<file path="config.mk">
export PLATFORM = sky130hd
export DESIGN_NAME = iram_load_arbiter_flat
export DESIGN_NICKNAME = d
export VERILOG_FILES = /design/src/rtl/iram_load_arbiter_if.sv /design/src/rtl/iram_load_arbiter.sv /design/src/flat_wrapper.sv
export SDC_FILE = /design/constraint.sdc
export NUM_CORES = 1
export LEC_CHECK = 0
export CAP_MARGIN = 20
export CORE_ASPECT_RATIO = 1.25
export CORE_UTILIZATION = 25
export CTS_BUF_LIST = sky130_fd_sc_hd__clkbuf_8
export CTS_CLUSTER_SIZE = 30
export DETAILED_ROUTE_END_ITERATION = 8
export PLACE_DENSITY_LB_ADDON = 0.2
export SKIP_LAST_GASP = 1
export SYNTH_ARGS = -nofsm -noshare
export SYNTH_HDL_FRONTEND = slang
export SYNTH_SLANG_ARGS = --single-unit
export TNS_END_PERCENT = 5
</file>
<file path="constraint.sdc">
create_clock -name CLK -period 2.26 [get_ports CLK]
set_clock_uncertainty 0.15 [all_clocks]
set_input_delay 0.226 -clock CLK [delete_from_list [all_inputs] [get_ports CLK]]
set_output_delay 0.226 -clock CLK [all_outputs]
set_load 0.03 [all_outputs]
</file>
<file path="src/rtl/iram_load_arbiter_if.sv">
// Byte-serial program loader link: the loader is the master and the arbiter is the slave.
interface iram_load_arbiter_if;
   logic       ld_start;
   logic       ld_abort;
   logic       ld_valid;
   logic [7:0] ld_byte;
   logic       ld_ready;
   logic       ld_done;

   modport master (
      output ld_start, ld_abort, ld_valid, ld_byte,
      input  ld_ready, ld_done
   );

   modport slave (
      input  ld_start, ld_abort, ld_valid, ld_byte,
      output ld_ready, ld_done
   );
endinterface

</file>
<file path="src/rtl/iram_load_arbiter.sv">
// Shares the single IRAM port between CPU fetch and a byte-serial program loader.
// A load halts the CPU, writes words 0..WORDS-1 in order, then pulses a PC restart.
module iram_load_arbiter #(
   parameter int unsigned WORDS = 128,
   parameter int unsigned AW    = 7
) (
   input  logic                  CLK,
   input  logic                  RESET,
   input  logic [7:0]            cpu_addr,
   output logic [15:0]           cpu_instr,
   output logic                  cpu_halt,
   output logic                  cpu_restart,
   iram_load_arbiter_if.slave    ld,
   output logic [AW-1:0]         mem_addr,
   output logic                  mem_we,
   output logic [15:0]           mem_wdata,
   input  logic [15:0]           mem_rdata
);

   typedef enum logic [2:0] {RUN, LOAD_LO, LOAD_HI, WRITE, DONE} state_t;

   state_t        state, state_nxt;
   logic [AW-1:0] counter, counter_nxt;
   logic [7:0]    lo_byte, lo_nxt;
   logic [7:0]    hi_byte, hi_nxt;
   logic          unused_addr_lsb;

   // CPU addresses bytes; bit 0 never selects anything in a 16-bit IRAM.
   assign unused_addr_lsb = cpu_addr[0];

   always_ff @(posedge CLK) begin
      if (RESET) begin
         state   <= RUN;
         counter <= '0;
         lo_byte <= '0;
         hi_byte <= '0;
      end else begin
         state   <= state_nxt;
         counter <= counter_nxt;
         lo_byte <= lo_nxt;
         hi_byte <= hi_nxt;
      end
   end

   always_comb begin
      state_nxt   = state;
      counter_nxt = counter;
      lo_nxt      = lo_byte;
      hi_nxt      = hi_byte;
      cpu_halt    = 1'b1;
      cpu_restart = 1'b0;
      cpu_instr   = '0;
      ld.ld_ready = 1'b0;
      ld.ld_done  = 1'b0;
      mem_addr    = counter;
      mem_we      = 1'b0;
      mem_wdata   = {hi_byte, lo_byte};

      unique case (state)
         RUN: begin
            cpu_halt  = 1'b0;
            mem_addr  = cpu_addr[AW:1];
            cpu_instr = mem_rdata;
            if (ld.ld_start) begin
               state_nxt   = LOAD_LO;
               counter_nxt = '0;
            end
         end
         LOAD_LO: begin
            ld.ld_ready = 1'b1;
            if (ld.ld_abort) begin
               state_nxt = RUN;
            end else if (ld.ld_valid) begin
               lo_nxt    = ld.ld_byte;
               state_nxt = LOAD_HI;
            end
         end
         LOAD_HI: begin
            ld.ld_ready = 1'b1;
            if (ld.ld_abort) begin
               state_nxt = RUN;
            end else if (ld.ld_valid) begin
               hi_nxt    = ld.ld_byte;
               state_nxt = WRITE;
            end
         end
         WRITE: begin
            // Abort suppresses the write of the word currently being committed.
            if (ld.ld_abort) begin
               state_nxt = RUN;
            end else begin
               mem_we = 1'b1;
               if (counter == AW'(WORDS - 1)) begin
                  state_nxt = DONE;
               end else begin
                  counter_nxt = counter + 1'b1;
                  state_nxt   = LOAD_LO;
               end
            end
         end
         DONE: begin
            ld.ld_done  = 1'b1;
            cpu_restart = 1'b1;
            state_nxt   = RUN;
         end
         default: state_nxt = RUN;
      endcase
   end

endmodule

</file>
<file path="src/flat_wrapper.sv">
// flat-port wrapper written by rule: the top's interface ports become plain ports
module iram_load_arbiter_flat 
#(
   parameter int unsigned WORDS = 128,
   parameter int unsigned AW    = 7
)
  (CLK, RESET, cpu_addr, cpu_instr, cpu_halt, cpu_restart, mem_addr, mem_we, mem_wdata, mem_rdata, ld_ld_start, ld_ld_abort, ld_ld_valid, ld_ld_byte, ld_ld_ready, ld_ld_done);
  iram_load_arbiter_if ld_i ();
  input  logic CLK;
  input  logic RESET;
  input  logic [7:0] cpu_addr;
  output logic [15:0] cpu_instr;
  output logic cpu_halt;
  output logic cpu_restart;
  output logic [AW-1:0] mem_addr;
  output logic mem_we;
  output logic [15:0] mem_wdata;
  input  logic [15:0] mem_rdata;
  input wire logic [$bits(ld_i.ld_start)-1:0] ld_ld_start;
  input wire logic [$bits(ld_i.ld_abort)-1:0] ld_ld_abort;
  input wire logic [$bits(ld_i.ld_valid)-1:0] ld_ld_valid;
  input wire logic [$bits(ld_i.ld_byte)-1:0] ld_ld_byte;
  output wire logic [$bits(ld_i.ld_ready)-1:0] ld_ld_ready;
  output wire logic [$bits(ld_i.ld_done)-1:0] ld_ld_done;
  assign ld_i.ld_start = ld_ld_start;
  assign ld_i.ld_abort = ld_ld_abort;
  assign ld_i.ld_valid = ld_ld_valid;
  assign ld_i.ld_byte = ld_ld_byte;
  assign ld_ld_ready = ld_i.ld_ready;
  assign ld_ld_done = ld_i.ld_done;
  iram_load_arbiter #(.WORDS(WORDS), .AW(AW)) u_core (.CLK(CLK), .RESET(RESET), .cpu_addr(cpu_addr), .cpu_instr(cpu_instr), .cpu_halt(cpu_halt), .cpu_restart(cpu_restart), .ld(ld_i), .mem_addr(mem_addr), .mem_we(mem_we), .mem_wdata(mem_wdata), .mem_rdata(mem_rdata));
endmodule
</file>
# Word level (Yosys, flattened, before mapping)

Cells that the tools add are included.

Flip-flop bits (word level): 26
Input bits: 37

$add $sub $neg: 1
Eq/ne operators: 10
Mux-type cells: 19
Bitwise logic cells: 1
Reductions and logical operators: 7

Operator list:

| kind                | number |
|---|---|
| $mux 7              | 4 |
| $mux 3              | 7 |
| $mux 16             | 1 |
| $pmux 7 s2          | 1 |
| $pmux 3 s4          | 1 |
| $reduce_and 3->1    | 3 |
| $add 7x1->7 const B | 1 |
| $eq 7x7->1 const B  | 1 |
| $eq 3x2->1 const B  | 2 |
| $ne 2x2->1 const B  | 3 |
| $ne 3x3->1 const B  | 2 |
| $mux 1              | 5 |
| $reduce_and 4->1    | 1 |
| $eq 3x1->1 const B  | 1 |
| $eq 3x3->1 const B  | 1 |
| $logic_not 3->1     | 1 |
| $reduce_bool 2->1   | 1 |
| $reduce_or 2->1     | 1 |
| $not 1->1           | 1 |

# Depth between registers and ports, before layout

Depth in word-level cells: 4
Mapped depth: 6
Mapped depth without buffers: 5

# Least setup slack after synthesis

OpenSTA, ideal clock, no wires.

Path type: register -> output
Start: reg u_core.state[0]
End: out ld_ld_done
Data arrival time: 1.558 ns
Required time: 1.884 ns
Setup slack: 0.326 ns
Cell stages (with the launch flop): 4
Cell sequence: dfxtp_1 -> buf_6 -> nor3b_1 -> buf_4

Word-level cells in the longest chain between the ends: 2

Ends and longest elaborated chain:

| what                   | line                    | RTL |
|---|---|---|
| from (decl)            | iram_load_arbiter.sv:22 | `state_t state, state_nxt;` |
| from (signal assigned) | iram_load_arbiter.sv:38 | `state <= state_nxt;` |
| $eq 3x3->1             | -                       |  |
| $mux 1                 | -                       |  |
| to (decl)              | flat_wrapper.sv:24      | `output wire logic [$bits(ld_i.ld_done)-1:0] ld_ld_done;` |

No other way between the ends.

# Final worst setup path

Start: reg u_core.state[1]
End: out mem_addr[5]

Word-level cells in the longest chain between the ends: 2

Ends and longest elaborated chain:

| what            | line                    | RTL |
|---|---|---|
| $logic_not 3->1 | iram_load_arbiter.sv:59 | `unique case (state)` |
| $mux 7          | iram_load_arbiter.sv:59 |  |
| to (decl)       | flat_wrapper.sv:15      | `output logic [AW-1:0] mem_addr;` |

No other way between the ends.

==> impl_metrics.json <==
{
  "dp_hpwl_um": 2800,
  "reg2reg_depth": 5,
  "num_vias": 1356,
  "clk_latency_ns": 0.27,
  "die_h_um": 86.5,
  "place_congestion": 0.745,
  "p_per_area_mw_per_mm2": 509,
  "synth.distinct_cells": 43,
  "avgSynthCellArea_sq_um": 9.40,
  "seq_area_frac_synth_pct": 36.4,
  "synth_area_sq_mm": 0.00143,
  "layout_commonest_cell": "clkdlybuf4s50_1",
  "die_area_sq_mm": 0.00602,
  "synth_warnings": 0,
  "tightest_slew_ns": 0.397,
  "period_needed_ns": 2.31,
  "fmax_ghz": 0.432,
  "drt_iter0_markers": 37,
  "route.detailed.drc": 0,
  "wirelength_um": 3720,
  "via_per_inst": 4.55,
  "antenna_found_initial": 0,
  "synthFlopType": "dfxtp_1",
  "grt_pass1_vias": 1298,
  "insertedDiodeCount": 0,
  "hold_path_depth": 2,
  "cp.required_ns": 1.88,
  "hold_start": "u_core.hi_byte[2]",
  "crit_arrival_ns": 1.94,
  "outcome": "complete, but fails checks",
  "synth_edf_count": 0,
  "rsz0062_at_grt": "yes",
  "final_util_pct": 42.4,
  "r2r_end": "u_core.counter[2]",
  "regArea_sq_um": 520,
  "ys_async_sr_fraction_pct": 0,
  "timing.final.ws_setup_ns": -0.0536,
  "synth_top_area_share_pct": 36.4,
  "yosysTopAreaCell": "dfxtp_1",
  "hold_end": "u_core.hi_byte[2]",
  "cts_buffers": 3,
  "min-delay-path-class": "flip-flop to flip-flop",
  "synthTopCellsByArea": "dfxtp_1, mux2i_1, and2_1, nor2_1, mux2_2",
  "clock_sinks": 26,
  "final_cell_mix": "clkdlybuf4s50_1, dfxtp_1, buf_4",
  "finalMaxSlewViolations": 0,
  "clk_pin_slew_ns": 0.09,
  "dp.cells": 294,
  "ff2ff_setup_slack_ns": 0.37,
  "synth_cells": 152,
  "worst_ir_drop_vdd_uv": 308,
  "avgRoutedWirePerCell_um": 12.5,
  "grt_max_degree": 27,
  "cts_tree": "built",
  "htree_levels": 1,
  "fillCellCount": 542,
  "cp-start-kind": "flip-flop",
  "finalNonFillerCells": 298,
  "clock_path_buffers": 2,
  "postCtsSetupRepairBufs": 0,
  "hold_viol": 0,
  "io_pins": 81,
  "detail_route.first_pass.iterations": 4,
  "die_w_um": 69.6,
  "violations": "setup timing",
  "initial_utilization_pct": 26.1,
  "portBuffers": 79,
  "clockRootBuffer": "clkbuf_8",
  "synth_fp_nets": 190,
  "finalCritPeriodShare_pct": 102,
  "layout-drive-gt1-share_pct": 20.5,
  "synth_seq_cells": 26,
  "drv_cap": 0,
  "ant_nets": 0,
  "setup_viol": 4,
  "regToRegStartpoint": "u_core.counter[0]",
  "globalRouteOverflowTotal": 0,
  "grt_util_all_layers_pct": 11.9,
  "setup.worst_path.class": "flip-flop to primary output",
  "grt_pass1_wl_um": 5960,
  "crit_path_start": "u_core.state[1]",
  "design.core.area_sq_mm": 0.00548,
  "nets": 273,
  "relSlewSlack_pct": 72.9,
  "fp-row-count": 30,
  "cp-end-kind": "primary output",
  "p_leak_uw": 0.00102,
  "multi_input_comb_area_sq_um": 836,
  "syn_to_final_growth_pct": 62.7,
  "critical_path.max_fanout": 26
}
## registers in the layout, indices dropped and copies added, names as in the netlist
signal / cells
u_core.hi_byte: 8
u_core.state: 3
u_core.lo_byte: 8
u_core.counter: 7
## layout make-up
| class | instances | area share [%] |
|---|---|---|
| clock buffer | 4 | 2.37 |
| inverter | 3 | 0.484 |
| multi-input combinational | 114 | 36.0 |
| sequential | 26 | 22.4 |
| tap | 64 | 3.44 |
| timing repair buffer | 87 | 35.4 |
## worst max-delay path, stage by stage (launching register included)
cell             delay, ns
dfxtp_1               0.34
nor3_4                0.21
buf_12                0.18
mux2_2                0.34
clkdlybuf4s50_1       0.59
## timing repair
item                                    CTS  global route
hold buffers                              0             0
resized for setup                         1             1
endpoints found under the setup margin    6             8
## worst max-delay path by stage
stage                  endpoint  slack, ns  depth (start not counted)
floorplan            ld_ld_done       0.33                          3
global route        mem_addr[5]      -0.12                          4
CTS                 mem_addr[1]      -0.08                          4
detailed placement       mem_we       0.15                          3
finish              mem_addr[5]      -0.05                          4
global placement         mem_we       0.16                          3
## cells in the mapped netlist (2+ instances only)
library cell,n
nand3_1,3
a21oi_1,3
nand2_1,8
mux2_2,6
a211oi_1,2
nor2_1,23
dfxtp_1,26
o21ai_0,3
nor3b_1,2
and2_1,16
inv_1,3
mux2i_1,18
buf_6,3
or3_1,3
clkbuf_1,4
nor3_1,2
## per-layer routing
layer  global-route usage (%)  routed length [um]
met1                     14.2                1570
met2                     21.1                1800
met3                     3.60                 344
met4                     2.36                   0
met5                        0                   0
## kinds of logic after synthesis
| logic type | Yosys count | share of synthesized area (%) |
|---|---|---|
| compound gates | 19 | 10.6 |
| xor+xnor | 1 | 0.613 |
| fa+ha+maj | 1 | 0.876 |
| buf+inv | 12 | 5.08 |
| flops | 26 | 36.4 |
| mux | 24 | 17.3 |
| simple gates | 69 | 29.1 |
## power breakdown
part / total, uW / switching [uW] / leakage, uW / internal (uW)
Sequential: 474 / 7.21 / 0.000210 / 467
Clock: 310 / 155 / 0.0000288 / 156
Combinational: 399 / 205 / 0.000781 / 194
## stage by stage
step	hold slack (ns)	instance area, sq um	total power (uW)	worst slack, ns	TNS [ns]
2_1_floorplan	0.155	1430	708	0.326	0
3_3_place_gp	0.323	2270	888	0.162	0
3_5_place_dp	0.338	2270	889	0.150	0
4_1_cts	0.363	2320	1210	-0.0775	-0.352
5_1_grt	0.387	2320	1240	-0.119	-0.580
6_report	0.356	2320	1180	-0.0536	-0.202
(Power assumes the default switching activity.)
